### src/rtl/result_reader.sv
// Streams every word of the W*W result memory out through a 2-entry FIFO,
// optionally clamping negative words to zero (ReLU).
module result_reader #(
  parameter int W = 28
) (
  input  logic        clk,
  input  logic        rst,
  input  logic        start,
  input  logic        relu_en,
  output logic        rd_en,
  output logic [9:0]  rd_addr,
  input  logic [31:0] rd_data,
  output logic [31:0] out_data,
  output logic        out_valid,
  input  logic        out_ready,
  output logic        out_last,
  output logic        busy,
  output logic        done
);

  // state | meaning
  // IDLE  | waiting for start, no reads issued
  // READ  | issuing reads 0..DEPTH-1 as FIFO space allows
  // DRAIN | last read issued, emptying FIFO until out_last transfers
  // FIN   | one-cycle done pulse
  typedef enum logic [1:0] {IDLE, READ, DRAIN, FIN} state_t;

  localparam int DEPTH = W * W;
  localparam logic [9:0] LAST_ADDR = 10'(DEPTH - 1);

  state_t      state, state_nxt;
  logic [9:0]  addr;
  logic        relu_q;
  logic        inflight;
  logic        inflight_last;
  logic [31:0] mem0, mem1;
  logic        last0, last1;
  logic        wr_ptr, rd_ptr;
  logic [1:0]  count;
  logic        pop;
  logic [1:0]  pending;
  logic [31:0] word;

  assign pop       = out_valid & out_ready;
  // The word popped this cycle frees its slot in time for a read issued now,
  // which is what allows one word per cycle under continuous out_ready.
  assign pending   = count - {1'b0, pop} + {1'b0, inflight};
  assign word      = (relu_q && rd_data[31]) ? 32'd0 : rd_data;
  assign out_valid = (count != 2'd0);
  assign out_data  = rd_ptr ? mem1 : mem0;
  assign out_last  = rd_ptr ? last1 : last0;
  assign rd_addr   = addr;
  assign busy      = (state != IDLE);

  always_comb begin
    state_nxt = state;
    rd_en     = 1'b0;
    done      = 1'b0;
    case (state)
      IDLE: if (start) state_nxt = READ;
      READ: begin
        if (pending < 2'd2) begin
          rd_en = 1'b1;
          if (addr == LAST_ADDR) state_nxt = DRAIN;
        end
      end
      DRAIN: if (pop && out_last) state_nxt = FIN;
      FIN: begin
        done      = 1'b1;
        state_nxt = IDLE;
      end
      default: state_nxt = IDLE;
    endcase
  end

  always_ff @(posedge clk or negedge rst) begin
    if (!rst) begin
      state         <= IDLE;
      addr          <= '0;
      relu_q        <= 1'b0;
      inflight      <= 1'b0;
      inflight_last <= 1'b0;
      mem0          <= '0;
      mem1          <= '0;
      last0         <= 1'b0;
      last1         <= 1'b0;
      wr_ptr        <= 1'b0;
      rd_ptr        <= 1'b0;
      count         <= '0;
    end else begin
      state <= state_nxt;
      if (state == IDLE && start) begin
        addr   <= '0;
        relu_q <= relu_en;
      end else if (rd_en && addr != LAST_ADDR) begin
        addr <= addr + 10'd1;
      end
      inflight      <= rd_en;
      inflight_last <= rd_en && (addr == LAST_ADDR);
      if (inflight) begin
        if (wr_ptr) begin
          mem1  <= word;
          last1 <= inflight_last;
        end else begin
          mem0  <= word;
          last0 <= inflight_last;
        end
        wr_ptr <= ~wr_ptr;
      end
      if (pop) rd_ptr <= ~rd_ptr;
      count <= count + {1'b0, inflight} - {1'b0, pop};
    end
  end

endmodule

### config.mk
export PLATFORM = sky130hd
export DESIGN_NAME = result_reader
export DESIGN_NICKNAME = d
export VERILOG_FILES = /design/src/rtl/result_reader.sv
export SDC_FILE = /design/constraint.sdc
export NUM_CORES = 1
export LEC_CHECK = 0
export ABC_AREA = 1
export CORE_UTILIZATION = 45
export CTS_CLUSTER_SIZE = 24
export DETAILED_ROUTE_END_ITERATION = 10
export GPL_ROUTABILITY_DRIVEN = 0
export PLACE_DENSITY_LB_ADDON = 0.12
export SLEW_MARGIN = 15
export SYNTH_ARGS = -nofsm -noshare
export SYNTH_HDL_FRONTEND = slang
export SYNTH_SLANG_ARGS = --single-unit
### constraint.sdc
create_clock -name clk -period 2.2 [get_ports clk]
set_input_delay 0.44 -clock clk [delete_from_list [all_inputs] [get_ports clk]]
set_output_delay 0.44 -clock clk [all_outputs]
set_load 0.005 [all_outputs]
# ---- After elaboration in Yosys (flattened, before gate mapping)
# Index checks and enable logic that the tools add are counted.
dict set report totals {
  reg_bits 85
  latchBits 0
  ramBits 0
  rom_bits 0
  input_bits 37
  mem_count 0
}
dict set report op_classes {
  addsub 5
  mul 0
  div_mod_pow 0
  magnitude_cmp 1
  eq_ne 9
  shift 0
  mux 13
  n_bitwise 3
  reduce_logical 12
}
# operator n
set ops {}
lappend ops {{2-to-1 mux 32 bit} 2}
lappend ops {{2-to-1 mux 10 bit} 2}
lappend ops {{adder 10 x 1 -> 10 bit (second input constant)} 1}
lappend ops {{== test 10 bit (second input constant)} 1}
lappend ops {{!= test 10 bit (second input constant)} 1}
lappend ops {{2-to-1 mux 2 bit} 4}
lappend ops {{!= test 2 bit (second input constant)} 4}
lappend ops {{case mux 2 bit (4 select lines)} 1}
lappend ops {{nonzero test 2 bit} 3}
lappend ops {{logical AND 1 bit} 5}
lappend ops {{adder 2 x 1 -> 2 bit} 2}
lappend ops {{== test 2 bit (second input constant)} 2}
lappend ops {{2-to-1 mux 1 bit} 4}
lappend ops {{AND reduction 2 bit} 2}
lappend ops {{AND reduction 4 bit} 1}
lappend ops {{subtractor 2 x 1 -> 2 bit} 2}
lappend ops {{== test 2 x 1 -> 1 bit (second input constant)} 1}
lappend ops {{logical NOT 2 bit} 1}
lappend ops {{less-than comparator 2 bit (second input constant)} 1}
lappend ops {{NOT 1 bit} 2}
lappend ops {{bitwise AND 1 bit} 1}

# ---- Longest topological paths before layout
# Gate-level depths: netlist (run 1).
dict set report depth {
  depth_word 10
  mapped_depth 15
}

# ---- Worst setup path before layout (run 1)
# Ideal clock, no wire load.
dict set report synth_path {
  path_kind {input port to output port}
  start {input out_ready}
  end {output rd_en}
  t_arrival_ns 1.527
  t_required_ns 1.760
  slack_ns 0.233
  path_stages 11
  path_cell_list {inv_1 -> nor2_1 -> ha_1 -> inv_1 -> ha_1 -> inv_1 -> nand2_1 -> nand3_1 -> nand2_1 -> nand2_1 -> inv_1}
}
dict set report synth_via {
  elab_chain_cells 6
}
# element line_no
set synth_rtl {}
lappend synth_rtl {{start, declared} 15} ;# input logic out_ready,
lappend synth_rtl {{bitwise AND 1 bit} 44} ;# assign pop = out_valid & out_ready;
lappend synth_rtl {{net pop} 40} ;# logic pop;
lappend synth_rtl {{subtractor 2 x 1 -> 2 bit} 47} ;# assign pending = count - {1'b0, pop} + {1'b0, inflight};
lappend synth_rtl {{adder 2 x 1 -> 2 bit} 47}
lappend synth_rtl {{less-than comparator 2 bit} 62} ;# if (pending < 2'd2) begin
lappend synth_rtl {{2-to-1 mux 1 bit} 62}
lappend synth_rtl {{2-to-1 mux 1 bit} 59} ;# case (state)
lappend synth_rtl {{end, declared} 10} ;# output logic rd_en,
# The timed path passes the listed nets, and every way through them passes these cells.

# ---- Final worst setup path (run 1)
dict set report layout_path {
  start {register count[1]}
  end {output rd_en}
}
dict set report layout_via {
  elab_chain_cells 7
}
# element line_no
set layout_rtl {}
lappend layout_rtl {{start, declared} 39} ;# logic [1:0] count;
lappend layout_rtl {{start signal, assigned} 111} ;# count <= count + {1'b0, inflight} - {1'b0, pop};
lappend layout_rtl {{nonzero test 2 bit} 49} ;# assign out_valid = (count != 2'd0);
lappend layout_rtl {{bitwise AND 1 bit} 44}
lappend layout_rtl {{net pop} 40}
lappend layout_rtl {{subtractor 2 x 1 -> 2 bit} 47}
lappend layout_rtl {{adder 2 x 1 -> 2 bit} 47}
lappend layout_rtl {{less-than comparator 2 bit} 62}
lappend layout_rtl {{2-to-1 mux 1 bit} 62}
lappend layout_rtl {{2-to-1 mux 1 bit} 59}
# The timed path passes the listed nets, and every way through them passes these cells.

==> results of run 1 <==
==> worst max-delay path: stages, from the launching register on <==
cell and delay (ps):
dfrtp_1 400, nor2_2 150, nor2_2 60, ha_1 280
inv_2 40, ha_4 150, inv_2 50, nand2_2 40
nand2_1 50, nand2_1 50, nand2_1 70, nand2_1 70
inv_1 70, buf_2 100
==> layout by cell type (no fill, tap or decap), types with 2 or more instances in the layout <==
master           instances
inv_2                    3
inv_1                   21
nand2_1                242
o31ai_1                  2
nand3b_1                 2
clkbuf_1                 2
buf_12                   4
nand2_2                  4
xor2_1                   5
nand3_1                 18
clkinv_4                 2
dfrtp_1                 84
clkbuf_8                11
buf_4                   21
o21ai_0                 64
nor2_2                   3
ha_1                     7
clkdlybuf4s50_1         80
nand3_2                  6
nor2_1                  12
==> timing repair <==
item,CTS,global route
pin swaps,8,7
buffers inserted,10,3
cloned,0,1
resized for setup,18,11
endpoints found under the setup margin,12,36
==> where the power goes <==
part / switching [W] / internal (W)
logic: 0.00170 / 0.00183
clock network: 0.000537 / 0.000589
registers: 0.000396 / 0.00224
total: 0.00263 / 0.00466
==> state kept, by name, indices dropped and copies added, names as in the netlist <==
signal / count
count: 2
relu_q: 1
mem0: 32
rd_ptr: 1
inflight_last: 1
rd_addr: 10
wr_ptr: 1
inflight: 1
state: 2
last0: 1
mem1: 32
last1: 1
==> routing by layer <==
metal,global-route usage,up-vias,part of all wire
met5,0,-,0
met4,0.0883,0,0.013
met3,0.0395,11,0.056
met2,0.374,94,0.50
met1,0.277,1724,0.43
li1,-,1782,-
==> cell usage after synthesis <==
cell type	instances	area, µm²
inv_1	24	90.1
nand3_1	23	115
a21oi_2	1	8.76
nand2_1	245	920
dfrtp_1	85	2130
nand3b_1	2	15.0
nor2_2	2	12.5
o21ai_0	65	325
nand2_2	1	6.26
xor2_1	5	43.8
ha_1	8	100
clkbuf_1	12	45.0
nand3_2	1	10.0
nor2_1	14	52.6
buf_1	1	3.75
buf_6	2	22.5
xnor2_1	1	8.76
inv_2	1	3.75
or2_2	1	6.26
nand4_1	1	6.26
o31ai_1	2	15.0
buf_2	11	55.1
==> through the flow <==
stage                util  setup WS [ps]  TNS, ps  power, W
floorplan               -            233        0   0.00429
global placement    0.596           -641    -3790   0.00587
detailed placement  0.596           -667    -4340   0.00597
global route        0.640           -313     -629   0.00796
CTS                 0.633           -228     -651   0.00724
finish              0.640           -169     -169   0.00729
==> cell families after synthesis <==
| kind of cell | Yosys count | share of synthesized area |
|---|---|---|
| AOI/OAI and AO/OA | 68 | 0.0874 |
| buffers and inverters | 51 | 0.0552 |
| xor gates and xnor gates | 6 | 0.0132 |
| and+or+nand+nor | 290 | 0.286 |
| adders and majority gates | 8 | 0.0251 |
| DFF | 85 | 0.533 |
==> path summary, 6_finish.rpt <==
| kind | to | slack (ps) | depth (start not counted) |
|---|---|---|---|
| worst max-delay path | rd_en | -170 | 13 |
| worst min register to register | mem0[31]$_DFFE_PN0P_ | 490 | 2 |
| max in group asynchronous | mem1[17]$_DFFE_PN0P_ | 1480 | 2 |
| min in group clk | mem0[31]$_DFFE_PN0P_ | 490 | 2 |
| worst max register to register | rd_addr[5]$_DFFE_PN0P_ | 100 | 16 |
| worst min-delay path | mem1[1]$_DFFE_PN0P_ | 70 | 1 |
==> cell type report <==
type / instances / area [µm²] / area share
Clock buffer: 13 / 159 / 0.0296
Clock inverter: 3 / 43.8 / 0.00816
Inverter: 25 / 98.8 / 0.0184
Multi-Input combinational cell: 372 / 1700 / 0.317
Sequential cell: 85 / 2130 / 0.397
Tap cell: 105 / 131 / 0.0245
Timing Repair Buffer: 110 / 1100 / 0.206
==> impl_metrics.tcl, run 1 <==
set metrics [dict create \
    outcome "finished, violations left" \
    violations "negative setup slack" \
    final_area_um2 5370 \
    ir_drop_v 0.000677 \
    dieHeight_um 96.2 \
    maxSlewViolCount 0 \
    relSlewSlack 0.611 \
    rows 33 \
    hold_buffers 0 \
    cp-start-kind "flop" \
    end_kind "output pin" \
    area_delta_synth_final_pct 34.4 \
    dpl_cell_area_um2 5000 \
    worst_slack_ps -169 \
    synth_area_um2 3990 \
    yosysUniqueCellTypes 22 \
    drt-total-wl_mm 9.42 \
    nets 648 \
    period_share 1.08 \
    dp.cells 686 \
    synth_seq_area_share 0.533 \
    critical_path_class "reg -> out" \
    hpwl_mm 6.01 \
    fmax_mhz 422 \
    grt_max_degree 45 \
    clk_pin_slew_ps 80 \
    final_cells 713 \
    ys_ff_latch 85 \
    ant_nets 0 \
    antenna_found_initial 0 \
    arrival_ps 1930 \
    io_buffers 83 \
    viasPerCell 5.06 \
    ys_warn_count 0 \
    initial_core_util 0.476 \
    vias 3611 \
    power-per-cell-area_nw_per_um2 1360 \
    worstPathMaxFanout 2 \
    grt_pass1_wl_mm 15.4 \
    drv_cap 0 \
    period_minus_slack_ps 2370 \
    clock_skew_ps 8.53 \
    htree_levels 3 \
    core_area_um2 8380 \
    rsz0062_at_grt "true" \
    crit_start "count[1]$_DFF_PN0_" \
    worst_pin_slew_ps 582 \
    num_antenna_cells 0 \
    cts-root-buf "clkbuf_8" \
    cts_buffer_depth 2 \
    power.leakage_nw 2.74 \
    r2r-start "count[1]$_DFF_PN0_" \
    cts_made_buffers 9 \
    wl_per_cell_um 13.2 \
    hold_viol_final 0 \
    gr-total-overflow 0 \
    synth_nets 553 \
    nFillCells 735 \
    clkLatencyLatePin_ps 360 \
    num_io_pins 84 \
    drc 0 \
    cts.sinks 85 \
    drive_gt1_frac 0.107 \
    cp_data_required_time_ps 1760 \
    cts_tree "built" \
    synth_area_per_cell_um2 7.86 \
    grt_pass1_vias 3409 \
    holdWs_ps 74.7 \
    die-width_um 96.2 \
    min_path_type "in -> async" \
    first_pass_iters 4 \
    grtUsageTotal 0.220 \
    dieArea_um2 9250 \
    netlist_instances 508 \
    setup-violations-final 1 \
    drt_iter0_drc 271 \
]
Note: power is estimated with default switching activity, not from simulation.
==> run 2: changes to the inputs <==
- clock period: 2.2 -> 2.1 ns (I/O delays scaled with it)
==> impl_metrics.tcl, run 2 (synthesis gave the netlist of run 1 again) <==
set metrics [dict create \
    drt-total-wl_mm 9.10 \
    dieHeight_um 96.2 \
    arrival_ps 1930 \
    cts-root-buf "clkbuf_8" \
    final_area_um2 5430 \
    gr-total-overflow 0 \
    drive_gt1_frac 0.124 \
    die-width_um 96.2 \
    dieArea_um2 9250 \
    cp_data_required_time_ps 1680 \
    setup-violations-final 13 \
    cts.sinks 85 \
    clk_pin_slew_ps 90 \
    io_buffers 83 \
    vias 3525 \
    cts_tree "built" \
    dpl_cell_area_um2 5010 \
    hpwl_mm 5.91 \
    first_pass_iters 4 \
    worst_slack_ps -254 \
    final_cells 718 \
    num_antenna_cells 0 \
    ir_drop_v 0.000868 \
    grt_pass1_wl_mm 15.7 \
    grtUsageTotal 0.222 \
    relSlewSlack 0.618 \
    violations "negative setup slack" \
    period_share 1.12 \
    final_cell_mix "nand2_1, dfrtp_1, o21ai_0" \
    r2r_slack_ps -170 \
    end_kind "output pin" \
    wl_per_cell_um 12.7 \
    clkLatencyLatePin_ps 340 \
    fin_util 0.648 \
    drt_iter0_drc 150 \
    worst_pin_slew_ps 573 \
    clock_skew_ps 6.64 \
    outcome "finished, violations left" \
    nets 653 \
    power-per-cell-area_nw_per_um2 1400 \
    hold_buffers 0 \
    core_area_um2 8380 \
    rows 33 \
    grt_max_degree 68 \
    grt_pass1_vias 3411 \
    layout_commonest_cell "nand2_1" \
    rsz0062_at_grt "true" \
    area_delta_synth_final_pct 36.0 \
    period_minus_slack_ps 2350 \
    ant_nets 0 \
    dp.cells 686 \
    drc 0 \
    initial_core_util 0.476 \
    drv_cap 0 \
    hold_viol_final 0 \
    antenna_found_initial 0 \
    worstPathMaxFanout 2 \
    htree_levels 3 \
    num_io_pins 84 \
    viasPerCell 4.91 \
    power.leakage_nw 2.88 \
    cts_made_buffers 9 \
    maxSlewViolCount 0 \
    min_path_type "in -> async" \
    cts_buffer_depth 2 \
    critical_path_class "reg -> out" \
    fmax_mhz 425 \
    cp-start-kind "flop" \
]
## run 2: through the flow
| step | TNS (ps) | hold slack (ps) | total power [W] | worst slack, ps |
|---|---|---|---|---|
| 4_1_cts | -739 | 72.7 | 0.00760 | -306 |
| 6_report | -1920 | 55.7 | 0.00758 | -254 |
| 3_5_place_dp | -5940 | 458 | 0.00628 | -766 |
| 3_3_place_gp | -4670 | 452 | 0.00616 | -703 |
| 5_1_grt | -3700 | 95.3 | 0.00832 | -349 |
| 2_1_floorplan | 0 | 124 | 0.00449 | 173 |
## run 2: final timing paths
path / endpoint / depth (start not counted) / startpoint
max: rd_en / 13 / count[0]$_DFF_PN0_
min: mem0[1]$_DFFE_PN0P_ / 1 / rst
min reg2reg: last0$_DFFE_PN0P_ / 2 / last0$_DFFE_PN0P_
min in group clk: last0$_DFFE_PN0P_ / 2 / last0$_DFFE_PN0P_
max reg2reg: rd_addr[7]$_DFFE_PN0P_ / 18 / count[0]$_DFF_PN0_
max in group asynchronous: mem0[8]$_DFFE_PN0P_ / 2 / rst
## run 2: where the power goes
part	leakage, nW	total, W	switching [W]	internal [W]
clock	0.0928	0.00106	0.000591	0.000470
combinational	1.73	0.00376	0.00183	0.00194
sequential	1.06	0.00275	0.000406	0.00235
## run 2: layout make-up
cell class,count,area (µm²)
Fill cell,744,2950
Timing Repair Buffer,115,1210
Clock inverter,6,47.5
Sequential cell,85,2130
Tap cell,105,131
Multi-Input combinational cell,372,1680
Clock buffer,10,138
Inverter,25,96.3
## run 2: critical path, cell delays in order (launching register included)
cell     delay (ps)
dfrtp_1         400
nor2_2          150
nor2_2           60
ha_1            270
inv_1            60
ha_2            170
inv_2            40
nand2_2          50
nand2_1          50
nand2_1          60
nand2_2          60
nand2_2          70
inv_2            40
buf_2           110
## run 2: timing repair
item,4_1_cts,5_1_grt
resized for setup,60,10
buffers inserted,10,4
pin swaps,6,14
cloned,2,0
endpoints found under the setup margin,43,19
## run 2: routing by layer
layer,share of wire,track usage
met4,0.015,0.0771
met5,0,0
met2,0.48,0.372
met1,0.45,0.292
met3,0.047,0.0324
